File: config.mk
export PLATFORM = sky130hd
export DESIGN_NAME = mc_main_control_flat
export DESIGN_NICKNAME = d
export VERILOG_FILES = /design/src/rtl/mc_main_control_pkg.sv /design/src/rtl/mc_main_control_if.sv /design/src/rtl/mc_main_control_aluop_decode.sv /design/src/rtl/mc_main_control.sv /design/src/flat_wrapper.sv
export SDC_FILE = /design/constraint.sdc
export NUM_CORES = 1
export LEC_CHECK = 0
export ABC_AREA = 1
export BUFFER_PORTS_ARGS = -buffer_cell sky130_fd_sc_hd__buf_2
export CAP_MARGIN = 0
export CORE_MARGIN = 3
export CORE_UTILIZATION = 60
export DETAILED_ROUTE_END_ITERATION = 16
export MAX_ROUTING_LAYER = met4
export PLACE_DENSITY = 0.9
export SLEW_MARGIN = 0
export SYNTH_ARGS = -nofsm -noshare
export SYNTH_HDL_FRONTEND = slang
export SYNTH_SLANG_ARGS = --single-unit
File: constraint.sdc
create_clock -name clk -period 4.6 [get_ports clk]
set_input_delay 0.23 -clock clk [delete_from_list [all_inputs] [get_ports clk]]
set_output_delay 0.23 -clock clk [all_outputs]
set_load 0.005 [all_outputs]
File: src/rtl/mc_main_control_pkg.sv
// mc_ctrl_pkg: shared definitions for the multicycle MIPS main control.
//   state_t        - 4-bit controller state, also exported on the debug port
//   OP_* / FN_*    - IR[31:26] opcode and IR[5:0] func values
//   ALU_*          - 4-bit ALUOp codes understood by the ALU
//   SRCB_* / PCS_* - ALUSrcB and PCSource mux encodings
package mc_ctrl_pkg;

  typedef enum logic [3:0] {
    S_IDLE     = 4'd0,
    S_FETCH    = 4'd1,
    S_DECODE   = 4'd2,
    S_EXEC_R   = 4'd3,
    S_WB_R     = 4'd4,
    S_EXEC_I   = 4'd5,
    S_WB_I     = 4'd6,
    S_MEM_ADDR = 4'd7,
    S_MEM_RD   = 4'd8,
    S_WB_MEM   = 4'd9,
    S_MEM_WR   = 4'd10,
    S_BRANCH   = 4'd11,
    S_JUMP     = 4'd12,
    S_JR       = 4'd13,
    S_TRAP     = 4'd14
  } state_t;

  localparam logic [5:0] OP_RTYPE = 6'b000000;
  localparam logic [5:0] OP_J     = 6'b000010;
  localparam logic [5:0] OP_JAL   = 6'b000011;
  localparam logic [5:0] OP_BEQ   = 6'b000100;
  localparam logic [5:0] OP_BNE   = 6'b000101;
  localparam logic [5:0] OP_ADDI  = 6'b001000;
  localparam logic [5:0] OP_ADDIU = 6'b001001;
  localparam logic [5:0] OP_SLTI  = 6'b001010;
  localparam logic [5:0] OP_SLTIU = 6'b001011;
  localparam logic [5:0] OP_ANDI  = 6'b001100;
  localparam logic [5:0] OP_ORI   = 6'b001101;
  localparam logic [5:0] OP_LUI   = 6'b001111;
  localparam logic [5:0] OP_LW    = 6'b100011;
  localparam logic [5:0] OP_SW    = 6'b101011;
  localparam logic [5:0] OP_LL    = 6'b110000;

  localparam logic [5:0] FN_SLL  = 6'b000000;
  localparam logic [5:0] FN_SRL  = 6'b000010;
  localparam logic [5:0] FN_SRA  = 6'b000011;
  localparam logic [5:0] FN_JR   = 6'b001000;
  localparam logic [5:0] FN_ADD  = 6'b100000;
  localparam logic [5:0] FN_ADDU = 6'b100001;
  localparam logic [5:0] FN_SUB  = 6'b100010;
  localparam logic [5:0] FN_SUBU = 6'b100011;
  localparam logic [5:0] FN_AND  = 6'b100100;
  localparam logic [5:0] FN_OR   = 6'b100101;
  localparam logic [5:0] FN_NOR  = 6'b100111;
  localparam logic [5:0] FN_SLT  = 6'b101010;
  localparam logic [5:0] FN_SLTU = 6'b101011;

  localparam logic [3:0] ALU_PASS = 4'b0000;
  localparam logic [3:0] ALU_ADD  = 4'b0001;
  localparam logic [3:0] ALU_ADDU = 4'b0010;
  localparam logic [3:0] ALU_AND  = 4'b0011;
  localparam logic [3:0] ALU_OR   = 4'b0100;
  localparam logic [3:0] ALU_NOR  = 4'b0101;
  localparam logic [3:0] ALU_SLTU = 4'b0110;
  localparam logic [3:0] ALU_SLT  = 4'b0111;
  localparam logic [3:0] ALU_SLL  = 4'b1000;
  localparam logic [3:0] ALU_SRL  = 4'b1001;
  localparam logic [3:0] ALU_SUB  = 4'b1010;
  localparam logic [3:0] ALU_SUBU = 4'b1011;
  localparam logic [3:0] ALU_SRA  = 4'b1100;
  localparam logic [3:0] ALU_LUI  = 4'b1101;

  localparam logic [1:0] SRCB_RT     = 2'b00;
  localparam logic [1:0] SRCB_FOUR   = 2'b01;
  localparam logic [1:0] SRCB_IMM    = 2'b10;
  localparam logic [1:0] SRCB_IMM_SH = 2'b11;

  localparam logic [1:0] PCS_ALU    = 2'b00;
  localparam logic [1:0] PCS_ALUOUT = 2'b01;
  localparam logic [1:0] PCS_JUMP   = 2'b10;
  localparam logic [1:0] PCS_RS     = 2'b11;

endpackage

File: src/rtl/mc_main_control_if.sv
// mc_main_control_if: controller <-> datapath/memory bundle.
//   master (controller): in run, Opcode, func, mem_ready;
//                        out datapath enables, ALUOp, illegal, bus_err, state
//   slave  (datapath/host side): the mirror image
interface mc_main_control_if #(
  parameter int unsigned ALUOP_W = 4
);
  logic               run;
  logic [5:0]         Opcode;
  logic [5:0]         func;
  logic               mem_ready;
  logic               PCWrite;
  logic               PCWriteCond;
  logic               IorD;
  logic               MemRead;
  logic               MemWrite;
  logic               IRWrite;
  logic               RegDst;
  logic               RegWrite;
  logic               MemtoReg;
  logic               ALUSrcA;
  logic [1:0]         ALUSrcB;
  logic [1:0]         PCSource;
  logic [ALUOP_W-1:0] ALUOp;
  logic               Jal;
  logic               Bneq;
  logic               illegal;
  logic               bus_err;
  logic [3:0]         state;

  modport master (
    input  run, Opcode, func, mem_ready,
    output PCWrite, PCWriteCond, IorD, MemRead, MemWrite, IRWrite, RegDst,
           RegWrite, MemtoReg, ALUSrcA, ALUSrcB, PCSource, ALUOp, Jal, Bneq,
           illegal, bus_err, state
  );

  modport slave (
    output run, Opcode, func, mem_ready,
    input  PCWrite, PCWriteCond, IorD, MemRead, MemWrite, IRWrite, RegDst,
           RegWrite, MemtoReg, ALUSrcA, ALUSrcB, PCSource, ALUOp, Jal, Bneq,
           illegal, bus_err, state
  );
endinterface

File: src/rtl/mc_main_control_aluop_decode.sv
// mc_aluop_decode: combinational opcode/func -> 4-bit ALUOp plus legal flag.
//   opcode, func : instruction fields
//   aluop        : ALU code for R-type (by func) or I-type ALU ops (by opcode);
//                  ALU_PASS for non-ALU instructions
//   legal        : 1 when the opcode (and func, for R-type) is implemented
module mc_aluop_decode
  import mc_ctrl_pkg::*;
(
  input  logic [5:0] opcode,
  input  logic [5:0] func,
  output logic [3:0] aluop,
  output logic       legal
);

  always_comb begin
    aluop = ALU_PASS;
    legal = 1'b1;
    case (opcode)
      OP_RTYPE: begin
        case (func)
          FN_ADD:  aluop = ALU_ADD;
          FN_ADDU: aluop = ALU_ADDU;
          FN_AND:  aluop = ALU_AND;
          FN_OR:   aluop = ALU_OR;
          FN_NOR:  aluop = ALU_NOR;
          FN_SLTU: aluop = ALU_SLTU;
          FN_SLT:  aluop = ALU_SLT;
          FN_SLL:  aluop = ALU_SLL;
          FN_SRL:  aluop = ALU_SRL;
          FN_SUB:  aluop = ALU_SUB;
          FN_SUBU: aluop = ALU_SUBU;
          FN_SRA:  aluop = ALU_SRA;
          FN_JR:   aluop = ALU_PASS;
          default: legal = 1'b0;
        endcase
      end
      OP_ADDI, OP_LL: aluop = ALU_ADD;
      OP_ADDIU:       aluop = ALU_ADDU;
      OP_ANDI:        aluop = ALU_AND;
      OP_ORI:         aluop = ALU_OR;
      OP_SLTI:        aluop = ALU_SLT;
      OP_SLTIU:       aluop = ALU_SLTU;
      OP_LUI:         aluop = ALU_LUI;
      OP_LW, OP_SW, OP_BEQ, OP_BNE, OP_J, OP_JAL: aluop = ALU_PASS;
      default:        legal = 1'b0;
    endcase
  end

endmodule

File: src/rtl/mc_main_control.sv
// mc_main_control: Moore-style multicycle MIPS main control FSM.
//   clk, rst_n : clock, synchronous active-low reset
//   bus        : mc_main_control_if.master - run/IR fields/mem_ready in,
//                datapath enables, ALUOp, sticky illegal/bus_err, debug state out
// Parameters: ALUOP_W (>= 4, zero-padded ALUOp), TIMEOUT (1..255 cycles of
// mem_ready wait before trapping), CNT_W (2**CNT_W > TIMEOUT).
module mc_main_control
  import mc_ctrl_pkg::*;
#(
  parameter int unsigned ALUOP_W = 4,
  parameter int unsigned TIMEOUT = 16,
  parameter int unsigned CNT_W   = 8
) (
  input  logic              clk,
  input  logic              rst_n,
  mc_main_control_if.master bus
);

  state_t             state_q, state_d;
  logic [5:0]         op_q, fn_q;
  logic [CNT_W-1:0]   wait_q, wait_d, cnt_inc;
  logic               ill_q, berr_q;
  logic               set_ill, set_berr;
  logic               wait_state, timeout;
  logic [5:0]         dec_op, dec_fn;
  logic [3:0]         dec_aluop, alu_code;
  logic               dec_legal;

  // One decoder serves both DECODE (live IR, for legality/dispatch) and the
  // execute states (latched IR, for ALUOp).
  assign dec_op = (state_q == S_DECODE) ? bus.Opcode : op_q;
  assign dec_fn = (state_q == S_DECODE) ? bus.func   : fn_q;

  mc_aluop_decode u_aluop_decode (
    .opcode (dec_op),
    .func   (dec_fn),
    .aluop  (dec_aluop),
    .legal  (dec_legal)
  );

  // Timeout fires on the cycle the incremented count would reach TIMEOUT,
  // but only while mem_ready is still low, so a same-cycle ready wins.
  assign wait_state = (state_q == S_FETCH) || (state_q == S_MEM_RD) ||
                      (state_q == S_MEM_WR);
  assign cnt_inc    = wait_q + 1'b1;
  assign timeout    = wait_state && !bus.mem_ready &&
                      (cnt_inc == CNT_W'(TIMEOUT));

  always_comb begin
    if (!wait_state || bus.mem_ready || timeout) wait_d = '0;
    else                                         wait_d = cnt_inc;
  end

  always_ff @(posedge clk) begin
    if (!rst_n) begin
      state_q <= S_IDLE;
      wait_q  <= '0;
      ill_q   <= 1'b0;
      berr_q  <= 1'b0;
      op_q    <= '0;
      fn_q    <= '0;
    end else begin
      state_q <= state_d;
      wait_q  <= wait_d;
      if (set_ill)  ill_q  <= 1'b1;
      if (set_berr) berr_q <= 1'b1;
      if (state_q == S_DECODE) begin
        op_q <= bus.Opcode;
        fn_q <= bus.func;
      end
    end
  end

  always_comb begin
    state_d  = state_q;
    set_ill  = 1'b0;
    set_berr = 1'b0;
    case (state_q)
      S_IDLE: if (bus.run) state_d = S_FETCH;
      S_FETCH: begin
        if (bus.mem_ready) state_d = S_DECODE;
        else if (timeout) begin
          state_d  = S_TRAP;
          set_berr = 1'b1;
        end
      end
      S_DECODE: begin
        if (!dec_legal) begin
          state_d = S_TRAP;
          set_ill = 1'b1;
        end else begin
          case (dec_op)
            OP_RTYPE: state_d = (dec_fn == FN_JR) ? S_JR : S_EXEC_R;
            OP_ADDI, OP_ADDIU, OP_ANDI, OP_ORI, OP_SLTI, OP_SLTIU, OP_LUI,
            OP_LL:         state_d = S_EXEC_I;
            OP_LW, OP_SW:  state_d = S_MEM_ADDR;
            OP_BEQ, OP_BNE: state_d = S_BRANCH;
            OP_J, OP_JAL:  state_d = S_JUMP;
            default: begin
              state_d = S_TRAP;
              set_ill = 1'b1;
            end
          endcase
        end
      end
      S_EXEC_R:   state_d = S_WB_R;
      S_WB_R:     state_d = S_FETCH;
      S_EXEC_I:   state_d = S_WB_I;
      S_WB_I:     state_d = S_FETCH;
      S_MEM_ADDR: state_d = (op_q == OP_LW) ? S_MEM_RD : S_MEM_WR;
      S_MEM_RD: begin
        if (bus.mem_ready) state_d = S_WB_MEM;
        else if (timeout) begin
          state_d  = S_TRAP;
          set_berr = 1'b1;
        end
      end
      S_WB_MEM:   state_d = S_FETCH;
      S_MEM_WR: begin
        if (bus.mem_ready) state_d = S_FETCH;
        else if (timeout) begin
          state_d  = S_TRAP;
          set_berr = 1'b1;
        end
      end
      S_BRANCH, S_JUMP, S_JR: state_d = S_FETCH;
      S_TRAP:     state_d = S_TRAP;
      default:    state_d = S_IDLE;
    endcase
  end

  always_comb begin
    bus.PCWrite     = 1'b0;
    bus.PCWriteCond = 1'b0;
    bus.IorD        = 1'b0;
    bus.MemRead     = 1'b0;
    bus.MemWrite    = 1'b0;
    bus.IRWrite     = 1'b0;
    bus.RegDst      = 1'b0;
    bus.RegWrite    = 1'b0;
    bus.MemtoReg    = 1'b0;
    bus.ALUSrcA     = 1'b0;
    bus.ALUSrcB     = SRCB_RT;
    bus.PCSource    = PCS_ALU;
    bus.Jal         = 1'b0;
    bus.Bneq        = 1'b0;
    alu_code        = ALU_PASS;
    case (state_q)
      S_FETCH: begin
        bus.MemRead = 1'b1;
        bus.ALUSrcB = SRCB_FOUR;
        alu_code    = ALU_ADD;
        if (bus.mem_ready) begin
          bus.IRWrite = 1'b1;
          bus.PCWrite = 1'b1;
        end
      end
      S_DECODE: begin
        bus.ALUSrcB = SRCB_IMM_SH;
        alu_code    = ALU_ADD;
      end
      S_EXEC_R: begin
        bus.ALUSrcA = 1'b1;
        bus.ALUSrcB = SRCB_RT;
        alu_code    = dec_aluop;
      end
      S_WB_R: begin
        bus.RegDst   = 1'b1;
        bus.RegWrite = 1'b1;
      end
      S_EXEC_I: begin
        bus.ALUSrcA = 1'b1;
        bus.ALUSrcB = SRCB_IMM;
        alu_code    = dec_aluop;
      end
      S_WB_I: bus.RegWrite = 1'b1;
      S_MEM_ADDR: begin
        bus.ALUSrcA = 1'b1;
        bus.ALUSrcB = SRCB_IMM;
        alu_code    = ALU_ADD;
      end
      S_MEM_RD: begin
        bus.MemRead = 1'b1;
        bus.IorD    = 1'b1;
      end
      S_WB_MEM: begin
        bus.RegWrite = 1'b1;
        bus.MemtoReg = 1'b1;
      end
      S_MEM_WR: begin
        bus.MemWrite = 1'b1;
        bus.IorD     = 1'b1;
      end
      S_BRANCH: begin
        bus.ALUSrcA     = 1'b1;
        bus.ALUSrcB     = SRCB_RT;
        alu_code        = ALU_SUB;
        bus.PCWriteCond = 1'b1;
        bus.PCSource    = PCS_ALUOUT;
        bus.Bneq        = (op_q == OP_BNE);
      end
      S_JUMP: begin
        bus.PCWrite  = 1'b1;
        bus.PCSource = PCS_JUMP;
        if (op_q == OP_JAL) begin
          bus.Jal      = 1'b1;
          bus.RegWrite = 1'b1;
        end
      end
      S_JR: begin
        bus.PCWrite  = 1'b1;
        bus.PCSource = PCS_RS;
      end
      default: ;
    endcase
  end

  assign bus.ALUOp   = ALUOP_W'(alu_code);
  assign bus.illegal = ill_q;
  assign bus.bus_err = berr_q;
  assign bus.state   = state_q;

endmodule

File: src/flat_wrapper.sv
// flat-port wrapper written by rule: the top's interface ports become plain ports
module mc_main_control_flat import mc_ctrl_pkg::*;
#(
  parameter int unsigned ALUOP_W = 4,
  parameter int unsigned TIMEOUT = 16,
  parameter int unsigned CNT_W   = 8
)
  (clk, rst_n, bus_run, bus_Opcode, bus_func, bus_mem_ready, bus_PCWrite, bus_PCWriteCond, bus_IorD, bus_MemRead, bus_MemWrite, bus_IRWrite, bus_RegDst, bus_RegWrite, bus_MemtoReg, bus_ALUSrcA, bus_ALUSrcB, bus_PCSource, bus_ALUOp, bus_Jal, bus_Bneq, bus_illegal, bus_bus_err, bus_state);
  mc_main_control_if #(.ALUOP_W(ALUOP_W)) bus_i ();
  input  logic clk;
  input  logic rst_n;
  input wire logic [$bits(bus_i.run)-1:0] bus_run;
  input wire logic [$bits(bus_i.Opcode)-1:0] bus_Opcode;
  input wire logic [$bits(bus_i.func)-1:0] bus_func;
  input wire logic [$bits(bus_i.mem_ready)-1:0] bus_mem_ready;
  output wire logic [$bits(bus_i.PCWrite)-1:0] bus_PCWrite;
  output wire logic [$bits(bus_i.PCWriteCond)-1:0] bus_PCWriteCond;
  output wire logic [$bits(bus_i.IorD)-1:0] bus_IorD;
  output wire logic [$bits(bus_i.MemRead)-1:0] bus_MemRead;
  output wire logic [$bits(bus_i.MemWrite)-1:0] bus_MemWrite;
  output wire logic [$bits(bus_i.IRWrite)-1:0] bus_IRWrite;
  output wire logic [$bits(bus_i.RegDst)-1:0] bus_RegDst;
  output wire logic [$bits(bus_i.RegWrite)-1:0] bus_RegWrite;
  output wire logic [$bits(bus_i.MemtoReg)-1:0] bus_MemtoReg;
  output wire logic [$bits(bus_i.ALUSrcA)-1:0] bus_ALUSrcA;
  output wire logic [$bits(bus_i.ALUSrcB)-1:0] bus_ALUSrcB;
  output wire logic [$bits(bus_i.PCSource)-1:0] bus_PCSource;
  output wire logic [$bits(bus_i.ALUOp)-1:0] bus_ALUOp;
  output wire logic [$bits(bus_i.Jal)-1:0] bus_Jal;
  output wire logic [$bits(bus_i.Bneq)-1:0] bus_Bneq;
  output wire logic [$bits(bus_i.illegal)-1:0] bus_illegal;
  output wire logic [$bits(bus_i.bus_err)-1:0] bus_bus_err;
  output wire logic [$bits(bus_i.state)-1:0] bus_state;
  assign bus_i.run = bus_run;
  assign bus_i.Opcode = bus_Opcode;
  assign bus_i.func = bus_func;
  assign bus_i.mem_ready = bus_mem_ready;
  assign bus_PCWrite = bus_i.PCWrite;
  assign bus_PCWriteCond = bus_i.PCWriteCond;
  assign bus_IorD = bus_i.IorD;
  assign bus_MemRead = bus_i.MemRead;
  assign bus_MemWrite = bus_i.MemWrite;
  assign bus_IRWrite = bus_i.IRWrite;
  assign bus_RegDst = bus_i.RegDst;
  assign bus_RegWrite = bus_i.RegWrite;
  assign bus_MemtoReg = bus_i.MemtoReg;
  assign bus_ALUSrcA = bus_i.ALUSrcA;
  assign bus_ALUSrcB = bus_i.ALUSrcB;
  assign bus_PCSource = bus_i.PCSource;
  assign bus_ALUOp = bus_i.ALUOp;
  assign bus_Jal = bus_i.Jal;
  assign bus_Bneq = bus_i.Bneq;
  assign bus_illegal = bus_i.illegal;
  assign bus_bus_err = bus_i.bus_err;
  assign bus_state = bus_i.state;
  mc_main_control #(.ALUOP_W(ALUOP_W), .TIMEOUT(TIMEOUT), .CNT_W(CNT_W)) u_core (.clk(clk), .rst_n(rst_n), .bus(bus_i));
endmodule
==> results of run 1 <==
final timing paths:
check	to	cells past startpoint	slack (ps)	startpoint
setup / recovery	bus_ALUOp[0]	16	1640	u_core.bus.state[0]
hold / removal	u_core.bus.state[0]	3	270	rst_n
setup reg to reg	u_core.bus.state[0]	13	2190	u_core.bus.state[0]
hold reg to reg	u_core.bus.illegal	2	450	u_core.bus.illegal
synthesized netlist by cell type:
library cell / instances
nand2_1: 84
nand3_2: 4
nand3b_1: 6
a31oi_1: 2
inv_2: 6
buf_6: 2
ha_1: 2
nand3b_4: 1
o21ai_0: 8
xor2_1: 4
buf_8: 1
nor3_2: 2
buf_4: 3
nor2_2: 9
dfxtp_1: 26
inv_1: 46
nor3_1: 5
nand4_1: 13
nor2_4: 4
clkbuf_1: 1
nand3_1: 31
o21ai_1: 1
a21oi_1: 11
nor2_1: 53
a21oi_2: 1
o221ai_1: 1
a21boi_0: 1
nand2b_1: 1
nand2_4: 8
nor2_8: 1
nand2_2: 17
nor4_1: 1
power groups by stage:
stage          registers [mW]  logic, mW  clock network (mW)
2_1_floorplan           0.305      0.793                   0
3_5_place_dp            0.320      0.958                   0
5_1_grt                 0.320       1.11               0.203
4_1_cts                 0.314      0.963               0.192
6_report                0.315      0.977               0.191
3_3_place_gp            0.318      0.946                   0
state kept, by name, indices dropped and copies added (netlist names):
name and cells:
u_core.bus.state 4, u_core.fn_q 6, u_core.op_q 6, u_core.bus.bus_err 1, u_core.bus.illegal 1, u_core.wait_q 8
worst max-delay path: stages (launching register included):
cell and delay [ps]:
dfxtp_1 450, inv_2 130, nand2_1 90, nor2_2 490
nand2_1 180, nand2_4 150, inv_2 50, nor2_1 180
nand2_1 90, nand2_1 80, nor2_1 50, nand2_1 70
nand2_2 80, nor2_1 120, o21ai_1 70, nand2_1 70
buf_2 110
layout make-up:
cell class	count	area, µm²	area share (%)
Clock buffer	3	41.3	1.67
Clock inverter	1	30.0	1.21
Inverter	52	195	7.87
Sequential cell	26	520	21.0
Tap cell	46	57.6	2.32
Multi-Input combinational cell	271	1430	57.6
Timing Repair Buffer	41	205	8.28
layer usage:
metal / global-route usage [%] / vias up / share of wire [%]
li1: - / 1202 / -
met1: 32.2 / 1027 / 44
met2: 47.2 / 88 / 48
met3: 3.88 / 18 / 5.8
met4: 11.2 / 0 / 2.8
met5: - / - / 0
kinds of logic after synthesis:
logic type | after synthesis | synth area share, %
xor+xnor | 4 | 1.59
buf+inv | 59 | 11.7
flops | 26 | 23.6
compound gates | 25 | 6.23
fa+ha+maj | 2 | 1.13
simple gates | 240 | 55.8
metrics by stage:
step           cells  instance area, µm²  total power, mW  hold WS [ps]  setup slack [ps]
3_3_place_gp     436                2410             1.26           435              2020
6_report         440                2480             1.48           275              1640
4_1_cts          440                2480             1.47           272              1680
2_1_floorplan    356                2210             1.10           395              2670
3_5_place_dp     436                2410             1.28           438              2000
5_1_grt          440                2480             1.63           281              1410
==> run_results.csv, run 1 <==
group,metric,value,unit
detailed_routing,drc,0,
critical_path,cp.arrival,2730,ps
timing,fin_crit_sh,64.3,%
grt,grt_pass1_wl,9.34,mm
cts,cts_tree,"built",
floorplan,fp.dieH,66.7,µm
yosys,synthTopCellsByArea,"dfxtp_1 (24%), nand2_1 (14%), nor2_1 (9.0%)",
finish,drive_gt1_share,24.9,%
grt,grt_max_degree,23,
detailed_routing,wirelength,5.51,mm
cts,cts.clk_slew.worst_paths,90,ps
timing,drv_slew,0,
cts,cts.sinks,26,
timing,tightest_slew,578,ps
place,hpwl,4.46,mm
timing,max_freq,338,MHz
cts,cts_buffer_depth,2,
critical_path,worstPathMaxFanout,12,
finish,final_common_cell,"nand2_1",
yosys,yosysSeqAreaShare,23.6,%
finish,areaGrowthSynthToFinish,12.2,%
timing,fin_tns_setup,0,ps
timing,timing.final.crit_period,2960,ps
cts,ctsResizeCount,0,
detailed_routing,vias,2335,
finish,layout.nets,413,
floorplan,die_area,4440,µm²
yosys,syn_nets,374,
cts,cts_made_buffers,3,
yosys,yosys_warnings,0,
power_and_ir_drop,p_sw,0.786,mW
power_and_ir_drop,p_leak,1.31,nW
flow_run,cap_violations,0,
grt,grt_pass1_vias,2187,
critical_path,critical_path_class,"register to primary output",
status,status,"finished, final reports clean",
finish,final_util,72.0,%
grt,antenna_found_initial,0,
detailed_routing,ant_nets,0,
timing,rsz0062_at_grt,"false",
cts,ctsHoldBuffers,0,
finish,diodes,0,
finish,final_cell_mix,"nand2_1 (84), nor2_1 (53), inv_1 (46)",
detailed_routing,vias_per_cell,5.31,
critical_path,cp.required,4370,ps
timing,slew_headroom,61.4,%
power_and_ir_drop,p_clk_share,12.9,%
grt,track_usage,27.5,%
critical_path,startpoint_type,"register",
power_and_ir_drop,swShare,53.0,%
power_and_ir_drop,intPower,0.697,mW
grt,grt-ovfl-total,0,
yosys,synth_cell_types,32,
detailed_routing,first_pass_iters,4,
cts,cts_root_buffer,"clkbuf_8",
yosys,synthesis.area,2210,µm²
yosys,synth_top_area_share,23.6,%
floorplan,die_w,66.7,µm
floorplan,coreArea,3440,µm²
timing,hold_viol,0,
timing,finClkSkew,6.42,ps
yosys,synth_top_area_cell,"dfxtp_1",
yosys,postSynthCellCount,356,
cts,htreeDepth,1,
cts,post_cts_buffers,0,
timing,finalSetupViolations,0,
power_and_ir_drop,powerDensity,598,nW/µm²
detailed_routing,routedWlPerCell,12.5,µm
power_and_ir_drop,combPwrFrac,65.9,%
floorplan,boundaryPins,42,
place,io_buffer_count,41,
cts,clock_latency,280,ps
finish,nFillCells,299,
place,gp_congestion,0.980,
floorplan,start_util,64.2,%
power_and_ir_drop,pwr-share-seq,21.2,%
min_path,hold_path_class,"input pin to register",
critical_path,cp-end-kind,"primary output",
power_and_ir_drop,worst_ir_drop_vdd,0.000348,V
yosys,ys_ff_latch,26,
detailed_routing,drt_iter0_drc,168,
yosys,avgSynthCellArea,6.20,µm²
floorplan,rows,21,
(Power assumes the default switching activity.)
==> run 2: changes to the inputs <==
--- a/config.mk
+++ b/config.mk
@@ -5,14 +5,14 @@
 export SDC_FILE = /design/constraint.sdc
 export NUM_CORES = 1
 export LEC_CHECK = 0
-export ABC_AREA = 1
+export ABC_AREA = 0
 export BUFFER_PORTS_ARGS = -buffer_cell sky130_fd_sc_hd__buf_2
 export CAP_MARGIN = 0
 export CORE_MARGIN = 3
-export CORE_UTILIZATION = 60
+export CORE_UTILIZATION = 57
 export DETAILED_ROUTE_END_ITERATION = 16
 export MAX_ROUTING_LAYER = met4
-export PLACE_DENSITY = 0.9
+export PLACE_DENSITY = 0.86
 export SLEW_MARGIN = 0
 export SYNTH_ARGS = -nofsm -noshare
 export SYNTH_HDL_FRONTEND = slang
==> constraint.sdc (replaced) <==
create_clock -name clk -period 2.9 [get_ports clk]
set_input_delay 0.145 -clock clk [delete_from_list [all_inputs] [get_ports clk]]
set_output_delay 0.145 -clock clk [all_outputs]
set_load 0.005 [all_outputs]
==> run_results.csv, run 2 <==
group,metric,value,unit
finish,top_register,"u_core.wait_q",
min_path,worstHoldEndpoint,"u_core.fn_q[4]",
power_and_ir_drop,powerDensity,327,nW/µm²
power_and_ir_drop,worst_ir_drop_vdd,0.000272,V
floorplan,die_area,5010,µm²
cts,cts_tree,"built",
yosys,avgSynthCellArea,7.27,µm²
detailed_routing,first_pass_iters,6,
cts,cts.clk_slew.worst_paths,100,ps
critical_path,r2r-start,"u_core.bus.state[0]",
timing,timing.final.crit_period,2730,ps
cts,cts.sinks,26,
min_path,whs_path_depth,3,
critical_path,rr_endpoint,"u_core.bus.illegal",
grt,grt_max_degree,22,
critical_path,cp-end-kind,"primary output",
grt,grt-ovfl-total,0,
floorplan,boundaryPins,42,
detailed_routing,wirelength,6.50,mm
grt,grt_pass1_vias,2220,
timing,hold_viol,0,
finish,nFillCells,330,
grt,track_usage,26.0,%
critical_path,rrSetupSlack,480,ps
cts,cts_root_buffer,"clkbuf_8",
yosys,ys_ff_latch,26,
yosys,synthesis.area,2390,µm²
floorplan,fp.dieH,70.8,µm
finish,regArea,522,µm²
timing,rsz0062_at_grt,"false",
timing,fin_tns_setup,0,ps
grt,top_usage_layer,"met2",
timing,drv_slew,0,
finish,diodes,0,
critical_path,startpoint_type,"register",
finish,largest_reg_flops,8,
grt,grt_pass1_wl,10.6,mm
place,io_buffer_count,41,
critical_path,cp.required,2760,ps
timing,slew_headroom,50.2,%
floorplan,rows,22,
timing,tightest_slew,745,ps
critical_path,reg2reg_depth,6,
detailed_routing,drt_iter0_drc,288,
critical_path,worstPathMaxFanout,11,
critical_path,worst_path_max_delay_cell,"a2111oi_1",
yosys,synthTopCellsByArea,"dfxtp_1 (22%), nor2_1 (5.7%), nand2_1 (5.0%)",
critical_path,cp.arrival,2580,ps
min_path,worstHoldStart,"bus_func[4]",
place,hpwl,4.71,mm
finish,areaGrowthSynthToFinish,11.6,%
timing,finClkSkew,2.28,ps
yosys,ys_async_sr_fraction,0,%
yosys,postSynthCellCount,329,
yosys,synth_top_area_share,21.8,%
detailed_routing,routedWlPerCell,16.2,µm
finish,final_cell_mix,"buf_2 (41), nor2_1 (36), nand2_1 (32)",
grt,use_met1,36.7,%
critical_path,crit_chain,"or4b_4 > nand2_1 > a2111oi_1 > o211ai_1 > a22oi_1 > buf_2",
cts,cts_made_buffers,3,
detailed_routing,drc,0,
min_path,hold_path_class,"input pin to register",
yosys,netlist_top_cells_count,"nor2_1 (36), nand2_1 (32), dfxtp_1 (26)",
yosys,synth_cell_types,63,
critical_path,max_stage_delay,700,ps
finish,multiInputGateArea,1720,µm²
detailed_routing,ant_nets,0,
timing,finalWorstSetupSlack,172,ps
place,place_ws,418,ps
yosys,syn_nets,347,
cts,cts_buffer_depth,2,
yosys,synth_top_area_cell,"dfxtp_1",
finish,layout.nets,371,
detailed_routing,vias_per_cell,6.53,
floorplan,start_util,62.0,%
cts,clock_latency,280,ps
finish,drive_gt1_share,20.7,%
yosys,yosysSeqAreaShare,21.8,%
status,status,"finished, final reports clean",
floorplan,die_w,70.8,µm
yosys,synth_edf_count,0,
grt,antenna_found_initial,0,
critical_path,cp_top_family,"compound AO/OA/AOI/OAI gates",
grt,met2_usage,37.3,%
floorplan,coreArea,3850,µm²
power_and_ir_drop,p_leak,1.07,nW
yosys,ys.flop_type,"dfxtp_1",
cts,htreeDepth,1,
yosys,yosys_warnings,0,
finish,largest_registers,"u_core.wait_q x8, u_core.fn_q x6, u_core.op_q x6",
grt,gr-usage-met3,3.84,%
flow_run,cap_violations,0,
timing,fin_crit_sh,94.1,%
critical_path,crit_buf_inv,1,
timing,max_freq,367,MHz
finish,final_common_cell,"buf_2",
critical_path,critical_path_class,"register to primary output",
timing,finalSetupViolations,0,
detailed_routing,vias,2611,
place,gp_congestion,1.01,
yosys,yosysMostFrequentCell,"nor2_1",
run 2: tightest hold or removal path, stage by stage:
cell and delay (ps):
buf_2 120, nand2_1 50, a21boi_0 60
run 2: repair_timing:
item | CTS | global route
setup buffers | 0 | 2
endpoints found under the setup margin | 0 | 4
endpoints found under the hold margin | 0 | 0
hold buffers | 0 | 0
gates resized for setup | 0 | 2
run 2: logic make-up after synthesis:
logic type / after synthesis / synth area share (%)
adders and majority gates: 2 / 1.05
DFF: 26 / 21.8
AOI/OAI and AO/OA: 83 / 26.1
xor gates and xnor gates: 10 / 3.66
muxes: 9 / 4.34
buffers and inverters: 39 / 6.91
and+or+nand+nor: 160 / 36.2
run 2: where the power goes:
group | switching [mW] | internal [mW]
logic | 0.104 | 0.0736
registers | 0.0149 | 0.363
clock network | 0.132 | 0.185
total | 0.251 | 0.622
run 2: final cells by class:
cell class / instances / area share [%]
Clock buffer: 3 / 1.55
Clock inverter: 1 / 1.13
Inverter: 9 / 1.27
Multi-Input combinational cell: 264 / 64.3
Sequential cell: 26 / 19.6
Tap cell: 48 / 2.25
Timing Repair Buffer: 49 / 9.94
run 2: how the worst max path moves through the flow:
stage | from | to | cells after the start
after global placement | u_core.bus.state[1] | bus_ALUOp[0] | 7
after detailed placement | u_core.bus.state[1] | bus_ALUOp[0] | 7
after global routing | u_core.bus.state[0] | bus_ALUOp[0] | 7
after floorplan | u_core.bus.state[0] | bus_ALUOp[0] | 7
after CTS | u_core.bus.state[1] | bus_ALUOp[0] | 7
final | u_core.bus.state[0] | bus_ALUOp[0] | 6
run 2: metrics by stage:
| step | power [mW] | hold WS, ps | util, % | cells | instance area (µm²) |
|---|---|---|---|---|---|
| after floorplan | 0.503 | 290 | - | 329 | 2390 |
| after CTS | 0.866 | 138 | 68.8 | 398 | 2650 |
| after global placement | 0.554 | 436 | 66.9 | 394 | 2580 |
| after detailed placement | 0.556 | 444 | 66.9 | 394 | 2580 |
| after global routing | 0.913 | 135 | 69.2 | 400 | 2670 |
| final | 0.873 | 137 | 69.2 | 400 | 2670 |
run 2: routing by layer:
layer	wire, µm	part of all wire [%]	vias to the layer above
li1	-	-	1244
met1	2900	45	1198
met2	2790	43	148
met3	620	9.5	21
met4	180	2.8	0
met5	0	0	-
==> run 3: changes to the inputs <==
--- a/config.mk
+++ b/config.mk
@@ -9,11 +9,12 @@
 export BUFFER_PORTS_ARGS = -buffer_cell sky130_fd_sc_hd__buf_2
 export CAP_MARGIN = 0
 export CORE_MARGIN = 3
-export CORE_UTILIZATION = 57
+export CORE_UTILIZATION = 55
 export DETAILED_ROUTE_END_ITERATION = 16
 export MAX_ROUTING_LAYER = met4
-export PLACE_DENSITY = 0.86
+export PLACE_DENSITY = 0.85
 export SLEW_MARGIN = 0
 export SYNTH_ARGS = -nofsm -noshare
 export SYNTH_HDL_FRONTEND = slang
+export SYNTH_HIERARCHICAL = 1
 export SYNTH_SLANG_ARGS = --single-unit
==> run_results.csv, run 3 <==
group,metric,value,unit
detailed_routing,routedWlPerCell,15.7,µm
detailed_routing,drc,0,
yosys,postSynthCellCount,303,
critical_path,crit_top_cell,"nand2_2",
timing,drv_slew,0,
yosys,yosysSeqAreaShare,24.6,%
grt,grt_max_degree,25,
finish,final_cells,404,
critical_path,cp.arrival,2750,ps
timing,finClkSkew,4.86,ps
cts,cts.clk_slew.worst_paths,90,ps
yosys,synth_top_area_cell,"dfxtp_1",
yosys,synthTopCellsByArea,"dfxtp_1 (25%), nand2_1 (8.3%), nor2_1 (7.1%)",
detailed_routing,vias,2526,
place,hpwl,4.44,mm
critical_path,cp.required,2760,ps
yosys,netlist_top_cells_count,"nand2_1 (47), nor2_1 (40), dfxtp_1 (26)",
cts,htreeDepth,1,
grt,track_usage,27.2,%
finish,final_cell_mix,"buf_2 (41), nand2_1 (41), nor2_1 (38)",
finish,drive_gt1_share,25.4,%
detailed_routing,vias_per_cell,6.25,
place,io_buffer_count,41,
place,gp_congestion,1.00,
yosys,ys_async_sr_fraction,0,%
finish,areaGrowthSynthToFinish,24.1,%
critical_path,cp_top_family,"simple AND/OR/NAND/NOR gates",
grt,grt_pass1_vias,2101,
floorplan,die_w,68.1,µm
finish,nFillCells,267,
finish,largest_registers,"u_core/wait_q x8, u_core/fn_q x6, u_core/op_q x6",
floorplan,coreArea,3520,µm²
yosys,yosysMostFrequentCell,"nand2_1",
power_and_ir_drop,powerDensity,442,nW/µm²
power_and_ir_drop,p_leak,1.11,nW
yosys,synth_top_area_share,24.6,%
detailed_routing,first_pass_iters,5,
critical_path,reg2reg_depth,12,
yosys,synth_edf_count,0,
power_and_ir_drop,pwr-share-seq,34.1,%
yosys,synth_cell_types,53,
yosys,synthesis.area,2120,µm²
critical_path,worstSetupEndpoint,"bus_ALUOp[0]",
critical_path,critical_path_class,"register to primary output",
floorplan,die_area,4630,µm²
yosys,yosys_warnings,6,
timing,slew_headroom,60.8,%
power_and_ir_drop,p_sw,0.438,mW
critical_path,worst_path_max_delay_cell,"dfxtp_1",
critical_path,r2r-start,"u_core/bus.state[2]",
power_and_ir_drop,swShare,37.6,%
critical_path,crit_buf_inv,1,
min_path,hold_path_class,"input pin to register",
power_and_ir_drop,p_clk_share,20.3,%
cts,clock_latency,270,ps
detailed_routing,drt_iter0_drc,306,
critical_path,max_stage_delay,350,ps
floorplan,start_util,60.2,%
yosys,syn_nets,321,
critical_path,worstPathMaxFanout,12,
finish,top_register,"u_core/wait_q",
critical_path,cp-end-kind,"primary output",
critical_path,cp-startpoint,"u_core/bus.state[1]",
yosys,avgSynthCellArea,6.99,µm²
cts,ctsHoldBuffers,0,
timing,fin_tns_setup,0,ps
critical_path,cp.depth,11,
timing,timing.final.crit_period,2900,ps
timing,finalSetupViolations,0,
detailed_routing,ant_nets,0,
finish,layout.nets,377,
floorplan,fp.dieH,68.1,µm
timing,tightest_slew,581,ps
floorplan,rows,21,
cts,cts.sinks,26,
power_and_ir_drop,worst_ir_drop_vdd,0.000356,V
yosys,ys.flop_type,"dfxtp_1",
timing,fin_crit_sh,100,%
cts,cts_buffer_depth,2,
status,status,"finished, final reports clean",
critical_path,rrSetupSlack,280,ps
cts,cts_root_buffer,"clkbuf_8",
grt,antenna_found_initial,0,
grt,grt_pass1_wl,9.63,mm
critical_path,rr_endpoint,"u_core/bus.state[1]",
cts,cts_tree,"built",
grt,grt-ovfl-total,0,
finish,largest_reg_flops,8,
floorplan,boundaryPins,42,
place,placed_cells,390,
power_and_ir_drop,combPwrFrac,45.5,%
timing,max_freq,345,MHz
power_and_ir_drop,intPower,0.725,mW
cts,cts_made_buffers,3,
finish,diodes,0,
detailed_routing,wirelength,6.36,mm
critical_path,startpoint_type,"register",
timing,hold_viol,0,
yosys,ys_ff_latch,26,
flow_run,cap_violations,0,
critical_path,crit_chain,"nor2b_1 > nand2_2 > nand2_1 > nand2_2 > nand2b_1 > and2_1 > o31a_1 > a211o_1 > o21ai_0 > a21oi_1 > buf_2",
run 3: cell types whose count changed in the layout (fill, tap and decap cells not counted), sizes merged, moves of 4 or more:
cell / before / now
o221ai: 4 / 0
nand4b: 0 / 5
nor2: 36 / 40
nor4b: 6 / 2
buf: 49 / 63
mux2: 5 / 0
a21oi: 17 / 9
nand3: 5 / 11
and2: 4 / 15
nand2: 32 / 47
run 3: area by class of cell:
type	count	area [µm²]	share of cell area, %
clock buffer	4	55.1	2.09
sequential	26	522	19.8
inverter	10	37.5	1.43
timing repair buffer	63	374	14.2
multi-input combinational	255	1580	60.2
tap	46	57.6	2.19
run 3: worst reg2reg max path: cells and delay by family, from the launching register on:
family / cells / cell delay [ps]
AOI/OAI and AO/OA: 7 / 1420
and+or+nand+nor: 1 / 70
DFF: 1 / 400
buffers and inverters: 4 / 590
run 3: cells by family (layout without fill, tap and decap cells):
| family | after synthesis | count (layout) | share of synthesized area [%] |
|---|---|---|---|
| AO/OA/AOI/OAI | 62 | 62 | 20.7 |
| XOR/XNOR | 9 | 9 | 3.72 |
| adder cells (fa/ha/maj) | 2 | 2 | 1.18 |
| buffers and inverters | 22 | 77 | 4.02 |
| flip-flops | 26 | 26 | 24.6 |
| multiplexers | 3 | 3 | 1.42 |
| AND/OR/NAND/NOR | 179 | 179 | 44.4 |
run 3: how the worst min path moves through the flow:
stage,startpoint,to,cells past startpoint
3_3_place_gp,u_core/bus.bus_err,u_core/bus.bus_err,2
2_1_floorplan,rst_n,u_core/fn_q[5],1
6_report,rst_n,u_core/wait_q[7],3
5_1_grt,rst_n,u_core/wait_q[7],3
3_5_place_dp,u_core/bus.bus_err,u_core/bus.bus_err,2
4_1_cts,rst_n,u_core/wait_q[7],3
run 3: power by group through the flow:
| stage | combinational (mW) | clock (mW) | sequential, mW |
|---|---|---|---|
| 5_1_grt | 0.576 | 0.255 | 0.399 |
| 3_5_place_dp | 0.457 | 0 | 0.401 |
| 3_3_place_gp | 0.449 | 0 | 0.400 |
| 2_1_floorplan | 0.309 | 0 | 0.401 |
| 4_1_cts | 0.469 | 0.239 | 0.393 |
| 6_report | 0.529 | 0.236 | 0.397 |
run 3: metal layers:
layer  vias up  part of all wire [%]  track usage [%]
met4         0                   2.6             6.20
li1       1177                     -                -
met1      1145                    41             34.9
met3        33                   9.8             4.27
met2       171                    47             45.0
met5         -                     0                -
run 3: timing repair:
action / 4_1_cts / 5_1_grt
resized for setup: 2 / 20
setup buffers: 3 / 7
endpoints found under the hold margin: 0 / 0
pin swaps: 0 / 3
endpoints found under the setup margin: 2 / 4
run 3: metrics by stage:
step | util (%) | setup WS (ps) | power [mW] | cell area, µm² | hold WS, ps
after floorplan | - | 303 | 0.710 | 2120 | 267
after global placement | 68.8 | 215 | 0.849 | 2420 | 439
after detailed placement | 68.8 | 258 | 0.859 | 2420 | 460
after CTS | 71.1 | 11.7 | 1.10 | 2500 | 241
after global routing | 74.7 | -98.1 | 1.23 | 2630 | 274
final | 74.7 | 1.19 | 1.16 | 2630 | 252
